File: src/rtl/multi_blinker_pkg.sv
// Shared types and reset defaults for the multi-channel blink/pulse generator.
package multi_blinker_pkg;

  typedef enum logic [1:0] {
    MODE_OFF     = 2'd0,
    MODE_TOGGLE  = 2'd1,
    MODE_PWM     = 2'd2,
    MODE_ONESHOT = 2'd3
  } mode_e;

  localparam int unsigned DEF_PERIOD = 10_000_000;
  localparam int unsigned DEF_DUTY   = DEF_PERIOD / 2;

endpackage

File: src/rtl/blink_channel.sv
// One blinker channel: config registers, period counter, mode FSM, registered out/tick.
//
// state        | meaning
// MODE_OFF     | counter parked at 0, out and tick held low
// MODE_TOGGLE  | out inverts at every period wrap (square wave, period 2P)
// MODE_PWM     | out high while count < duty
// MODE_ONESHOT | out high for P cycles, then falls back to MODE_OFF
module blink_channel
  import multi_blinker_pkg::*;
#(
  parameter int unsigned      CNT_W      = 24,
  parameter logic [CNT_W-1:0] RST_PERIOD = CNT_W'(DEF_PERIOD),
  parameter logic [CNT_W-1:0] RST_DUTY   = CNT_W'(DEF_DUTY)
) (
  input  logic             clk,
  input  logic             rst_n,
  input  logic             i_we,
  input  mode_e            i_mode,
  input  logic [CNT_W-1:0] i_period,
  input  logic [CNT_W-1:0] i_duty,
  output logic             o_out,
  output logic             o_tick
);

  mode_e            r_mode;
  logic [CNT_W-1:0] r_period;
  logic [CNT_W-1:0] r_duty;
  logic [CNT_W-1:0] r_cnt;
  logic             r_out;
  logic             r_tick;

  logic [CNT_W-1:0] w_p;
  logic             w_wrap;
  logic [CNT_W-1:0] w_cnt_nxt;

  // A programmed period of 0 behaves as 1 so the counter always has a valid range.
  assign w_p       = (r_period == '0) ? CNT_W'(1) : r_period;
  assign w_wrap    = (r_cnt == (w_p - CNT_W'(1)));
  assign w_cnt_nxt = ((r_mode == MODE_OFF) || w_wrap) ? '0 : (r_cnt + CNT_W'(1));

  always_ff @(posedge clk or negedge rst_n) begin
    if (!rst_n) begin
      r_mode   <= MODE_TOGGLE;
      r_period <= RST_PERIOD;
      r_duty   <= RST_DUTY;
      r_cnt    <= '0;
      r_out    <= 1'b0;
      r_tick   <= 1'b0;
    end else if (i_we) begin
      // A write overrides any wrap landing on the same edge.
      r_mode   <= i_mode;
      r_period <= i_period;
      r_duty   <= i_duty;
      r_cnt    <= '0;
      r_tick   <= 1'b0;
      unique case (i_mode)
        MODE_ONESHOT: r_out <= 1'b1;
        MODE_PWM:     r_out <= (i_duty != '0);
        MODE_TOGGLE:  r_out <= 1'b0;
        MODE_OFF:     r_out <= 1'b0;
      endcase
    end else begin
      r_cnt  <= w_cnt_nxt;
      r_tick <= (r_mode != MODE_OFF) && w_wrap;
      unique case (r_mode)
        MODE_OFF: r_out <= 1'b0;
        MODE_TOGGLE: begin
          if (w_wrap) r_out <= ~r_out;
        end
        MODE_PWM: r_out <= (w_cnt_nxt < r_duty);
        MODE_ONESHOT: begin
          if (w_wrap) begin
            r_out  <= 1'b0;
            r_mode <= MODE_OFF;
          end
        end
      endcase
    end
  end

  assign o_out  = r_out;
  assign o_tick = r_tick;

endmodule

File: src/rtl/multi_blinker.sv
// Multi-channel blink/pulse generator: config write decode plus CHANNELS
// independent blink_channel instances.
module multi_blinker
  import multi_blinker_pkg::*;
#(
  parameter  int unsigned CHANNELS       = 5,
  parameter  int unsigned CNT_W          = 24,
  parameter  int unsigned DEFAULT_PERIOD = DEF_PERIOD,
  parameter  int unsigned DEFAULT_DUTY   = DEFAULT_PERIOD / 2,
  localparam int unsigned CH_W           = (CHANNELS > 1) ? $clog2(CHANNELS) : 1
) (
  input  logic                clk,
  input  logic                rst_n,
  input  logic                cfg_we,
  input  logic [CH_W-1:0]     cfg_ch,
  input  logic [1:0]          cfg_mode,
  input  logic [CNT_W-1:0]    cfg_period,
  input  logic [CNT_W-1:0]    cfg_duty,
  output logic [CHANNELS-1:0] out,
  output logic [CHANNELS-1:0] tick
);

  // Indices at or above CHANNELS match no instance, so such writes are dropped.
  for (genvar gi = 0; gi < CHANNELS; gi++) begin : g_ch
    logic w_we;
    assign w_we = cfg_we && (cfg_ch == CH_W'(gi));

    blink_channel #(
      .CNT_W      (CNT_W),
      .RST_PERIOD (CNT_W'(DEFAULT_PERIOD)),
      .RST_DUTY   (CNT_W'(DEFAULT_DUTY))
    ) u_ch (
      .clk      (clk),
      .rst_n    (rst_n),
      .i_we     (w_we),
      .i_mode   (mode_e'(cfg_mode)),
      .i_period (cfg_period),
      .i_duty   (cfg_duty),
      .o_out    (out[gi]),
      .o_tick   (tick[gi])
    );
  end

endmodule

File: config.mk
export PLATFORM = sky130hd
export DESIGN_NAME = multi_blinker
export DESIGN_NICKNAME = d
export VERILOG_FILES = /design/src/rtl/multi_blinker_pkg.sv /design/src/rtl/blink_channel.sv /design/src/rtl/multi_blinker.sv
export SDC_FILE = /design/constraint.sdc
export NUM_CORES = 1
export LEC_CHECK = 0
export CORE_UTILIZATION = 60
export DETAILED_ROUTE_END_ITERATION = 6
export PLACE_DENSITY = 0.85
export SLEW_MARGIN = 10
export SYNTH_ARGS = -nofsm -noshare
export SYNTH_HDL_FRONTEND = slang
export SYNTH_SLANG_ARGS = --single-unit
File: constraint.sdc
create_clock -name clk -period 12.32 [get_ports clk]
set_input_delay 1.232 -clock clk [delete_from_list [all_inputs] [get_ports clk]]
set_output_delay 1.232 -clock clk [all_outputs]
set_load 0.1 [all_outputs]
* Word-level counts from Yosys, hierarchy flattened
Index checks and enable logic that the tools add are counted.
Word-level totals: flip-flop bits (word level) 380, bits of input ports 56, output and inout port bits 10, word-level logic and storage cells 197
Operators by class: add/subtract/negate cells 10, $lt $le $gt $ge 5, equal/unequal tests 37, multiplexer cells 56, bitwise operators 5, reductions and logical operators 54
Operators by type and width (number):
- $mux W24 | 15
- $add A24 B1 Y24 const B | 5
- $eq A24 B24 Y1 | 5
- $logic_not A24 Y1 | 5
- $lt A24 B24 Y1 | 5
- $sub A24 B1 Y24 const B | 5
- $mux W2 | 15
- $ne A3 B1 Y1 const B | 10
- $reduce_bool A2 Y1 | 15
- $eq A2 B2 Y1 const B | 12
- $reduce_bool A24 Y1 | 1
- $mux W1 | 20
- $pmux W1 S4 | 5
- $reduce_and A2 Y1 | 10
- $eq A2 B1 Y1 const B | 6
- $logic_not A2 Y1 | 6
- $logic_and A1 B1 Y1 | 10
- $eq A3 B2 Y1 const B | 2
- $logic_or A1 B1 Y1 | 5
- $not A1 Y1 | 5
- $eq A3 B1 Y1 const B | 1
- $eq A3 B3 Y1 const B | 1
- $logic_not A3 Y1 | 1
- $pmux W1 S3 | 1
- $reduce_or A2 Y1 | 1

* Longest topological paths before layout
Gate-level depths: netlist of run 1.
word-level depth 9, depth in mapped cells 26, mapped depth without buffers 23

* Modules after synthesis
From an unflattened synthesis of run 1, not the netlist that was laid out.
Second synthesis, totals: cells, all modules 2637, area total of the unflattened synthesis 24144.4 um^2
Modules (own cells, without submodules):
- blink_channel at g_ch[1].u_ch ... | times used 3, cells an instance 525, area an instance 4829.6 um^2
- blink_channel at g_ch[4].u_ch | times used 1, cells an instance 531, area an instance 4837.1 um^2
- blink_channel at g_ch[0].u_ch | times used 1, cells an instance 526, area an instance 4754.6 um^2
- multi_blinker | times used 1, cells an instance 5, area an instance 63.8 um^2

* Worst setup path before layout of run 1
Ideal clock, no wire load.
kind register to register, from register g_ch[2].u_ch.r_period[14], to register g_ch[2].u_ch.r_out, setup time 129 ps, data arrival time 5841 ps, data required time 12191 ps, slack 6350 ps, cell stages (with the launch flop) 25, buffers on the path 2, clock period less this slack 5970 ps, path through dfrtp_1 > clkbuf_1 > or4_4 > or4_4 > nor3_2 > a21oi_1 > ha_1 > xnor2_1 > a221o_1 > a2111oi_0 > o2111ai_1 > or4_4 > o31ai_4 > buf_2 > nor2_1 > ha_1 > nand2_1 > nor4_1 > nand3_1 > or3_1 > or3_1 > nor3_1 > nor3_1 > o21ai_0 > nand3_1
Between the ends: cells in the longest elaborated chain, start to end 9, elaborated cells on any way between the ends 12
RTL lines:
- start: declaration | line blink_channel.sv:26 | logic [CNT_W-1:0] r_period;
- start signal: assignment | line blink_channel.sv:52 | r_period <= i_period;
- $logic_not A24 Y1 | line blink_channel.sv:37 | assign w_p = (r_period == '0) ? CNT_W'(1) : r_period;
- $mux W24 (*) | line blink_channel.sv:37
- $sub A24 B1 Y24 (*) | line blink_channel.sv:38 | assign w_wrap = (r_cnt == (w_p - CNT_W'(1)));
- $eq A24 B24 Y1 (*) | line blink_channel.sv:38
- $logic_or A1 B1 Y1 | line blink_channel.sv:39 | assign w_cnt_nxt = ((r_mode == MODE_OFF) || w_wrap) ? '0 : (r_cnt + CNT_W'(1));
- $mux W24 | line blink_channel.sv:39
- $lt A24 B24 Y1 | line blink_channel.sv:70 | MODE_PWM: r_out <= (w_cnt_nxt < r_duty);
- $pmux W1 S4 | line blink_channel.sv:65 | unique case (r_mode)
- $mux W1 | line blink_channel.sv:49 | end else if (i_we) begin
- end signal: assignment | line blink_channel.sv:58 | MODE_PWM: r_out <= (i_duty != '0);
- end signal: assignment | line blink_channel.sv:68 | if (w_wrap) r_out <= ~r_out;
- end signal: assignment | line blink_channel.sv:70
- end: declaration | line blink_channel.sv:29 | logic r_out;
Mark *: on every way between the ends. The rest lies on a longest branch, timed or not. A chain may end at the register's enable or synchronous reset.

* Worst setup path after layout of run 1
Ends and elaborated chain as after synthesis.

==> key figures, run 1 <==
Worst setup path
  • Setup crit start kind: register
  • Worst path max stage delay: 0.72 ns
  • CP Buf/Inv Count: 0
  • WP data arrival: 7.28 ns
  • CP most frequent cell: or4_4
  • Crit path kind: reg -> reg
  • CP max FO: 24
  • CP required: 12.77 ns
  • Critical path's top delay family: simple AND/OR/NAND/NOR gates
  • Critical path cell sequence: or4_4, or4_4, nor3_2, a21oi_1, ha_1, xnor2_1, a221o_1, a2111oi_0, o2111ai_1, or4_4, o31ai_4, nor2_1, ha_1, nand4_1, nor4_1, nand3_1, or3_1, or3_1, nor3_1, nor3_1, o21ai_0, nand3_1
  • Crit. End Element: register
  • Crit path max-delay cell type: o31ai_4

Synthesis
  • Seq/Total Area, Yosys: 0.399
  • Most frequent cells after synthesis: nand2_1, nor2_1, dfrtp_1, o21ai_0, inv_1
  • Top_reg_cell synth: dfrtp_1
  • Syn Nets: 2979
  • Ys async rst share: 1.00
  • Post-synth EDFFs: 0
  • Top-area cell type share of the netlist area: 0.306
  • Synth warnings: 0
  • Post-synth top area cell: dfrtp_1
  • Synth cell types: 84
  • Post-Syn Area per Cell: 8.67 um^2
  • Area contributors post-synth: dfrtp_1, dfstp_2, ha_1
  • Yosys reg bits: 380
  • Count leader, synth: nand2_1
  • Post-synthesis cell area: 24100 um^2
  • Syn Inst Count: 2778

Layout
  • Fillers: roughly 3200
  • Layout Cells excl Fill: 3329
  • Number of nets in the layout: 2969
  • Layout Area Growth over Synthesis: 9.54%
  • Share of cells above drive strength 1: 0.0943

Power
  • Net Sw Frac: 0.345
  • Share of power burned in registers: 0.419
  • Switching pwr: around 1.4 mW
  • Static leakage: approximately 12 nW
  • Clock power share: 0.323
  • Cell Int Power: 2.68 mW
  • Comb pwr share: 0.257
  • Peak supply drop: about 0.18 mV
  • PD cells: 155 nW/um^2

GRT
  • Largest net degree at the start of global routing: 113
  • Global route total overflow: 0
  • Number of antenna violations at the first check in global routing: 6
  • Vias in the first global route: approximately 20000
  • Global-route wire length before repair: around 110000 um
  • Global router's overall resource usage: 0.351

Clocking
  • # hold bufs at CTS: 0
  • Resized Gates After CTS: 0
  • Setup Buffers After CTS: 0
  • Htree depth: 2
  • Cts bufs inserted: 42
  • Clock transition at path regs: 0.06 ns
  • # clock sinks: 380
  • Clock buffer depth: 3
  • TritonCTS clock tree: done
  • Root buffer selected by CTS: clkbuf_16
  • Clock Latency Late Sink: 0.58 ns

STA
  • Final Hold Vio Count: 0
  • Worst-case clock skew: 0.0142 ns
  • Least-Margin Pin Slew: approximately 1.1 ns
  • RSZ-0062 raised after global routing: no
  • Min Tclk post-route: 6.83 ns
  • Final period util: 0.554
  • Max transition margin: 0.283
  • Final setup TNS: 0 ns
  • Fmax: 146 MHz
  • Fin. max-slew vios: 0
  • Final count of negative-setup-slack endpoints: 0

Drt
  • Drt drc: 0
  • Final ANT Viol Nets: 0
  • Initial DRC count: 2187
  • 1st-pass router iterations: 6
  • Drt total wl: 71200 um
  • Via count: 20800
  • Via/cell ratio: 6.25
  • Wire per inst: 21.4 um

Run status
  • Status: finished, final reports clean

Floorplan
  • Core outline area: a little under 40000 um^2
  • Die X: 202 um
  • # rows: 73
  • I/O pin count: 66
  • Initial Util: 0.608
  • Chip Height: 202 um
  • Die area: 41000 um^2

Placed design
  • HPWL Detailed: 50200 um
  • DP Cell Count: around 3200
  • Gpl congestion: between 1 and 1.5
  • Buffers on Ports: 65

Job
  • Max cap viols: 0

Worst hold path
  • Hold Path Class: reg -> reg
==> kinds of logic after synthesis <==
group / count (synthesis) / share of synthesized area
simple gates: 1194 / 0.235
compound gates: 438 / 0.117
mux: 90 / 0.0409
buf+inv: 309 / 0.0518
xor+xnor: 222 / 0.0807
fa+ha+maj: 145 / 0.0753
flops: 380 / 0.399
==> per-stage QoR <==
step                worst slack (ns)  hold slack (ns)  cell area [um^2]  utilization  power [mW]
CTS                             5.55            0.483             26400        0.665        4.07
global route                    4.94            0.503             26400        0.665        4.28
global placement                5.68            0.468             24900        0.629        2.70
finish                          5.49            0.485             26400        0.666        4.09
detailed placement              5.59            0.473             24900        0.629        2.75
floorplan                       6.35            0.454             24100            -        2.44
==> worst paths after layout <==
kind	from	endpoint	slack [ns]	depth (start not counted)
setup / recovery	g_ch[2].u_ch.r_period[14]	g_ch[2].u_ch.o_out	5.49	22
hold / removal	g_ch[4].u_ch.r_period[23]	g_ch[4].u_ch.r_period[23]	0.48	2
setup reg to reg	g_ch[2].u_ch.r_period[14]	g_ch[2].u_ch.o_out	5.49	22
hold reg to reg	g_ch[4].u_ch.r_period[23]	g_ch[4].u_ch.r_period[23]	0.48	2
max in group asynchronous	rst_n	g_ch[1].u_ch.r_cnt[18]	9.43	3
min in group asynchronous	rst_n	g_ch[3].u_ch.r_period[1]	0.72	1
==> layout by cell type, fill, tap and decap left out, types with 9 or more instances in the layout <==
cell and count:
clkdlybuf4s50_1 64, nor3_1 55, mux2_2 67, clkbuf_16 43
nor2b_1 25, nand4_1 61, xnor2_1 109, nand2b_1 22
and4_1 12, a31oi_1 11, o21a_1 11, ha_1 145
clkbuf_8 14, o21ai_0 185, inv_1 178, nor3b_1 9
a21o_1 33, mux2i_1 23, or4_1 28, nor2_1 364
dfrtp_1 295, a211o_1 9, nand2_1 376, and3_1 24
nor4_1 44, a21oi_1 54, dfstp_2 85, xor2_1 113
o31ai_1 11, buf_4 12, a211oi_1 15, or3_1 30
nand3_1 82
==> flip-flops by register name (all words and copies together) (netlist names) <==
| signal | count |
|---|---|
| g_ch.u_ch.r_mode | 10 |
| g_ch.u_ch.r_cnt | 120 |
| g_ch.u_ch.r_period | 120 |
| g_ch.u_ch.o_tick | 5 |
| g_ch.u_ch.r_duty | 120 |
| g_ch.u_ch.o_out | 5 |
==> tightest hold or removal path, stage by stage (launching register included) <==
cell     delay [ns]
dfstp_2        0.38
nand2_1        0.06
nand2_1        0.05
==> layout make-up <==
class | count | area [um^2] | share of cell area
multi-input combinational | 2089 | 13200 | 0.502
clock buffer | 64 | 1290 | 0.0491
clock inverter | 13 | 160 | 0.00607
sequential | 380 | 9620 | 0.364
inverter | 178 | 668 | 0.0253
tap | 525 | 657 | 0.0249
timing repair buffer | 77 | 746 | 0.0283
antenna | 3 | 7.51 | 0.000284
==> metal layers <==
layer  part of all wire  GRT usage  wire length [um]  vias to the layer above
met5            0.00014          0                10                        -
met4              0.046      0.161              3290                        2
met3              0.097     0.0647              6930                      198
met2               0.45      0.541             32000                      970
met1               0.41      0.481             28900                    10100
li1                   -          -                 -                     9568
==> power groups by stage <==
stage | clock, mW | combinational, mW | sequential (mW)
4_1_cts | 1.33 | 1.04 | 1.70
6_report | 1.32 | 1.05 | 1.71
3_3_place_gp | 0 | 0.991 | 1.71
2_1_floorplan | 0 | 0.818 | 1.62
3_5_place_dp | 0 | 1.03 | 1.72
5_1_grt | 1.38 | 1.16 | 1.74
(Power assumes the default switching activity.)
==> run 2, diff against run 1 <==
--- a/config.mk
+++ b/config.mk
@@ -5,9 +5,9 @@
 export SDC_FILE = /design/constraint.sdc
 export NUM_CORES = 1
 export LEC_CHECK = 0
-export CORE_UTILIZATION = 60
+export CORE_UTILIZATION = 57
 export DETAILED_ROUTE_END_ITERATION = 6
-export PLACE_DENSITY = 0.85
+export PLACE_DENSITY = 0.84
 export SLEW_MARGIN = 10
 export SYNTH_ARGS = -nofsm -noshare
 export SYNTH_HDL_FRONTEND = slang
==> constraint.sdc (replaced) <==
create_clock -name clk -period 6.05 [get_ports clk]
set_input_delay 0.605 -clock clk [delete_from_list [all_inputs] [get_ports clk]]
set_output_delay 0.605 -clock clk [all_outputs]
set_load 0.1 [all_outputs]
==> run 2 against run 1 <==
Net effect: register-to-register slack worse by 5.3 ns; die area up 5.2%; clock power up 120%; maximum frequency up 17%; via count rose by 1.4%; utilization shrank 1.2 points; critical path type unchanged; combinational power increased by 120%; total power is 110% higher; largest cell class unchanged; largest power group unchanged; sequential power rose by 100%.
==> key figures, run 2 (same netlist as run 1, synthesis figures left out) <==
GRT
  • Global route total overflow: 0
  • Global router's overall resource usage: 0.337
  • Global-route wire length before repair: 113000 um
  • Largest net degree at the start of global routing: 142
  • Vias in the first global route: 20700
  • Number of antenna violations at the first check in global routing: 10

Layout
  • Finished Core Util: 0.654
  • Share of cells above drive strength 1: 0.117
  • Most frequent cells in the layout: nand2_1, nor2_1, dfrtp_1
  • Number of nets in the layout: 3016
  • Layout Area Growth over Synthesis: 12.0%
  • Biggest regs: g_ch.u_ch.r_cnt x120, g_ch.u_ch.r_duty x120, g_ch.u_ch.r_period x120
  • Fillers: between 3000 and 4000
  • Commonest non-fill, non-tap cell in the layout: nand2_1

Job
  • Max cap viols: 0

Clocking
  • Htree depth: 2
  • # clock sinks: 380
  • Root buffer selected by CTS: clkbuf_16
  • Clock Latency Late Sink: 0.59 ns
  • Clock buffer depth: 3
  • TritonCTS clock tree: done
  • Cts bufs inserted: 42
  • Clock transition at path regs: 0.06 ns

Worst setup path
  • Setup crit start kind: register
  • Crit. End Element: register
  • CP max FO: 6
  • Worst R2R Path Depth: 23
  • WP data arrival: around 6.3 ns
  • Crit path kind: reg -> reg
  • CP required: 6.50 ns

STA
  • RSZ-0062 raised after global routing: yes
  • Min Tclk post-route: around 5.9 ns
  • Final count of negative-setup-slack endpoints: 0
  • Least-Margin Pin Slew: 1.13 ns
  • Final period util: 0.968
  • Fin. max-slew vios: 0
  • Max transition margin: 0.245
  • Worst-case clock skew: 0.0166 ns
  • Final Hold Vio Count: 0
  • Fmax: ~170 MHz

Drt
  • Via/cell ratio: 6.24
  • Wire per inst: between 20 and 25 um
  • Via count: 21100
  • Initial DRC count: 2009
  • 1st-pass router iterations: 6
  • Drt total wl: 72200 um
  • Drt drc: 0
  • Final ANT Viol Nets: 0

Power
  • Share of power burned in registers: 0.403
  • Comb pwr share: 0.266
  • Switching pwr: 2.92 mW
  • Static leakage: 11.9 nW
  • Total Power: 8.60 mW
  • Peak supply drop: 0.354 mV
  • Cell Int Power: between 5 and 6 mW
  • Net Sw Frac: 0.339
  • Clock power share: 0.331
  • PD cells: roughly 320 nW/um^2

Floorplan
  • Die X: 208 um
  • Chip Height: between 200 and 250 um
  • Core outline area: 41300 um^2
  • Die area: 43100 um^2
  • Initial Util: 0.583
  • I/O pin count: 66
  • # rows: 74

Placed design
  • Buffers on Ports: 65
  • Gpl congestion: 1.00
  • HPWL Detailed: 50900 um

Worst hold path
  • Hold Path Class: in -> async

Run status
  • Status: finished, final reports clean
[run 2: path summary, 6_finish.rpt]
kind,slack [ns],to,from
worst max-delay path,0.19,g_ch[2].u_ch.o_out,g_ch[2].u_ch.r_period[14]
worst min-delay path,0.04,g_ch[3].u_ch.r_period[6],rst_n
worst max register to register,0.19,g_ch[2].u_ch.o_out,g_ch[2].u_ch.r_period[14]
worst min register to register,0.48,g_ch[4].u_ch.r_period[23],g_ch[4].u_ch.r_period[23]
max in group asynchronous,4.74,g_ch[0].u_ch.r_cnt[13],rst_n
min in group clk,0.48,g_ch[4].u_ch.r_period[23],g_ch[4].u_ch.r_period[23]
[run 2: final cells by class]
type	count	area (um^2)	area share
Antenna cell	2	5.00	0.000185
Timing Repair Buffer	124	1120	0.0417
Tap cell	532	666	0.0247
Inverter	178	668	0.0248
Sequential cell	380	9620	0.356
Clock inverter	18	308	0.0114
Clock buffer	58	1220	0.0453
Multi-Input combinational cell	2089	13400	0.496
[run 2: per-layer routing]
metal	vias up	wire length, um	global-route usage	part of all wire
met5	-	0	0.00556	0
met4	0	4730	0.206	0.065
met3	258	7170	0.0713	0.099
met2	960	31500	0.511	0.44
met1	10200	28800	0.443	0.40
li1	9667	-	-	-
[run 2: power groups by stage]
stage	sequential [mW]	combinational, mW	clock (mW)
6_report	3.47	2.29	2.85
5_1_grt	3.52	2.53	2.96
4_1_cts	3.45	2.23	2.87
3_5_place_dp	3.48	2.20	0
3_3_place_gp	3.46	2.12	0
2_1_floorplan	3.30	1.67	0
[run 2: stage by stage]
| step | instance area (um^2) | hold slack, ns | cells | worst slack [ns] | setup TNS (ns) |
|---|---|---|---|---|---|
| 5_1_grt | 27000 | 0.133 | 3380 | -0.130 | -0.253 |
| 2_1_floorplan | 24100 | 0.309 | 2778 | 0.0797 | 0 |
| 4_1_cts | 26800 | 0.103 | 3377 | 0.0102 | 0 |
| 6_report | 27000 | 0.0398 | 3381 | 0.193 | 0 |
| 3_3_place_gp | 25300 | 0.465 | 3301 | 0.0611 | 0 |
| 3_5_place_dp | 25300 | 0.470 | 3301 | -0.0393 | -0.0393 |
[run 2: critical path: stages (launching register included)]
cell and delay (ns):
dfrtp_1 0.39, or4_4 0.53, or4_4 0.53, nor3_4 0.16
a21oi_2 0.08, ha_2 0.23, and4_2 0.23, nand2_2 0.10
xnor2_1 0.08, a2111o_1 0.40, or4_4 0.52, o31ai_4 0.31
buf_2 0.20, nor2_1 0.06, ha_1 0.30, nand4_1 0.11
nor4_2 0.19, nand3_1 0.14, or3_4 0.40, or3_4 0.42
nor3_4 0.14, nor3_2 0.05, o21ai_1 0.11, nand3_1 0.08
[run 2: repair_timing]
item	CTS	global route
setup buffers	0	1
setup endpoints to repair	2	5
pin swaps	0	7
cloned	0	1
hold buffers	0	0
gates resized for setup	4	28
==> run 3, diff against run 2 <==
--- a/config.mk
+++ b/config.mk
@@ -8,6 +8,7 @@
 export CORE_UTILIZATION = 57
 export DETAILED_ROUTE_END_ITERATION = 6
 export PLACE_DENSITY = 0.84
+export SKIP_CTS_REPAIR_TIMING = 1
 export SLEW_MARGIN = 10
 export SYNTH_ARGS = -nofsm -noshare
 export SYNTH_HDL_FRONTEND = slang
==> constraint.sdc (replaced) <==
create_clock -name clk -period 6.05 [get_ports clk]
set_input_delay 1.21 -clock clk [delete_from_list [all_inputs] [get_ports clk]]
set_output_delay 1.21 -clock clk [all_outputs]
set_load 0.1 [all_outputs]
==> run 3 against run 2 <==
Net effect: worst hold slack improved by 0.45 ns; total power fell by 2.0%; global-route usage fell by 0.13 points; combinational power barely moved; setup slack got worse by 0.021 ns; cell count barely moved; die area did not move; largest cell class unchanged.
==> key figures, run 3 (same netlist as run 1, synthesis figures left out) <==
Run status
  • Status: finished, final reports clean

STA
  • Max transition margin: 0.284
  • Worst-case clock skew: 0.0174 ns
  • Final Hold Vio Count: 0
  • Least-Margin Pin Slew: 1.07 ns
  • Fmax: 170 MHz
  • Min Tclk post-route: 5.88 ns
  • Final count of negative-setup-slack endpoints: 0
  • Final setup TNS: 0 ns
  • Final period util: 0.972
  • Final setup margin: 0.171 ns
  • Fin. max-slew vios: 0
  • RSZ-0062 raised after global routing: yes

GRT
  • Number of antenna violations at the first check in global routing: 8
  • Global router's overall resource usage: 0.336
  • Global route total overflow: 0
  • Vias in the first global route: 20600
  • Largest net degree at the start of global routing: 147
  • Global-route wire length before repair: 113000 um

Job
  • Max cap viols: 0

Floorplan
  • Chip Height: 208 um
  • Core outline area: 41300 um^2
  • Initial Util: 0.583
  • I/O pin count: 66
  • # rows: 74
  • Die area: 43100 um^2
  • Die X: 208 um

Worst setup path
  • CP max FO: 8
  • Crit path kind: reg -> reg
  • CP required: about 6.5 ns
  • Crit path max-delay cell type: or4_4
  • R2R setup slack: between 0.15 and 0.2 ns
  • CP most frequent cell: or4_4
  • WP data arrival: 6.34 ns
  • Crit. End Element: register
  • Critical path cell sequence: or4_4, or4_4, nor3_4, a21oi_2, ha_4, xnor2_1, a221o_1, a2111oi_4, o2111ai_1, or4_4, o31ai_4, buf_6, nor2_1, ha_1, nand4_1, nor4_2, nand3_1, or3_4, or3_4, nor3_2, nor3_1, o21ai_1, nand3_1
  • Setup crit start kind: register
  • Worst path max stage delay: 0.53 ns

Placed design
  • Buffers on Ports: 65
  • DP Area: 25300 um^2
  • Gpl congestion: about 1.0
  • HPWL Detailed: 50600 um
  • Worst slack, placed: -0.0755 ns

Layout
  • Number of nets in the layout: 3014
  • Most frequent cells in the layout: nand2_1, nor2_1, dfrtp_1
  • Biggest regs: g_ch.u_ch.r_cnt x120, g_ch.u_ch.r_duty x120, g_ch.u_ch.r_period x120
  • Layout Area Growth over Synthesis: 11.6%
  • Share of cells above drive strength 1: 0.115
  • Commonest non-fill, non-tap cell in the layout: nand2_1
  • Finished Cell Area: about 27000 um^2

Clocking
  • Root buffer selected by CTS: clkbuf_16
  • # clock sinks: 380
  • Cts bufs inserted: 42
  • TritonCTS clock tree: done
  • Clock Latency Late Sink: 0.59 ns
  • Clock buffer depth: 3
  • Clock transition at path regs: 0.06 ns
  • Htree depth: 2

Drt
  • Drt total wl: 72200 um
  • 1st-pass router iterations: 7
  • Via/cell ratio: 6.24
  • Wire per inst: roughly 21 um
  • Drt drc: 0
  • Final ANT Viol Nets: 0
  • Initial DRC count: 1943
  • Via count: 21100

Power
  • Total Power: 8.43 mW
  • Static leakage: 11.9 nW
  • Peak supply drop: between 0.2 and 0.3 mV
  • PD cells: 314 nW/um^2

Worst hold path
  • Hold Path Class: reg -> reg
## run 3: layer usage
layer,vias to the layer above,track usage,part of all wire
li1,9659,-,-
met4,4,0.157,0.052
met5,-,0,0.00040
met1,10200,0.438,0.40
met2,995,0.531,0.44
met3,246,0.0775,0.10
## run 3: worst paths after layout
path,startpoint,cells after the start,end
max,g_ch[2].u_ch.r_period[14],23,g_ch[2].u_ch.o_out
min in group asynchronous,rst_n,1,g_ch[3].u_ch.r_period[0]
min,g_ch[4].u_ch.r_period[23],2,g_ch[4].u_ch.r_period[23]
max reg2reg,g_ch[2].u_ch.r_period[14],23,g_ch[2].u_ch.o_out
min reg2reg,g_ch[4].u_ch.r_period[23],2,g_ch[4].u_ch.r_period[23]
max in group asynchronous,rst_n,2,g_ch[2].u_ch.r_duty[16]
## run 3: stage by stage
stage	utilization	hold slack, ns	cells
after CTS	0.646	0.493	3374
final	0.651	0.491	3380
after global routing	0.651	0.513	3380
after detailed placement	0.612	0.473	3296
after global placement	0.612	0.462	3296
after floorplan	-	0.454	2778
## run 3: critical path: cells and delay by family, from the launching register on
family | cells | cell delay (ns)
xor+xnor | 1 | 0.12
buf+inv | 1 | 0.16
compound gates | 6 | 1.19
simple gates | 13 | 3.37
fa+ha+maj | 2 | 0.52
flops | 1 | 0.38
## run 3: cell type report
cell class | count | area (um^2)
fill | 3319 | 14400
multi-input combinational | 2089 | 13400
sequential | 380 | 9620
clock buffer | 60 | 1200
timing repair buffer | 122 | 1110
inverter | 178 | 668
tap | 532 | 666
clock inverter | 18 | 220
antenna | 1 | 2.50
## run 3: where the power goes
part	leakage, nW	switching (mW)	internal, mW
logic	6.47	1.39	0.908
registers	4.71	0.445	3.02
clock network	0.691	1.10	1.56
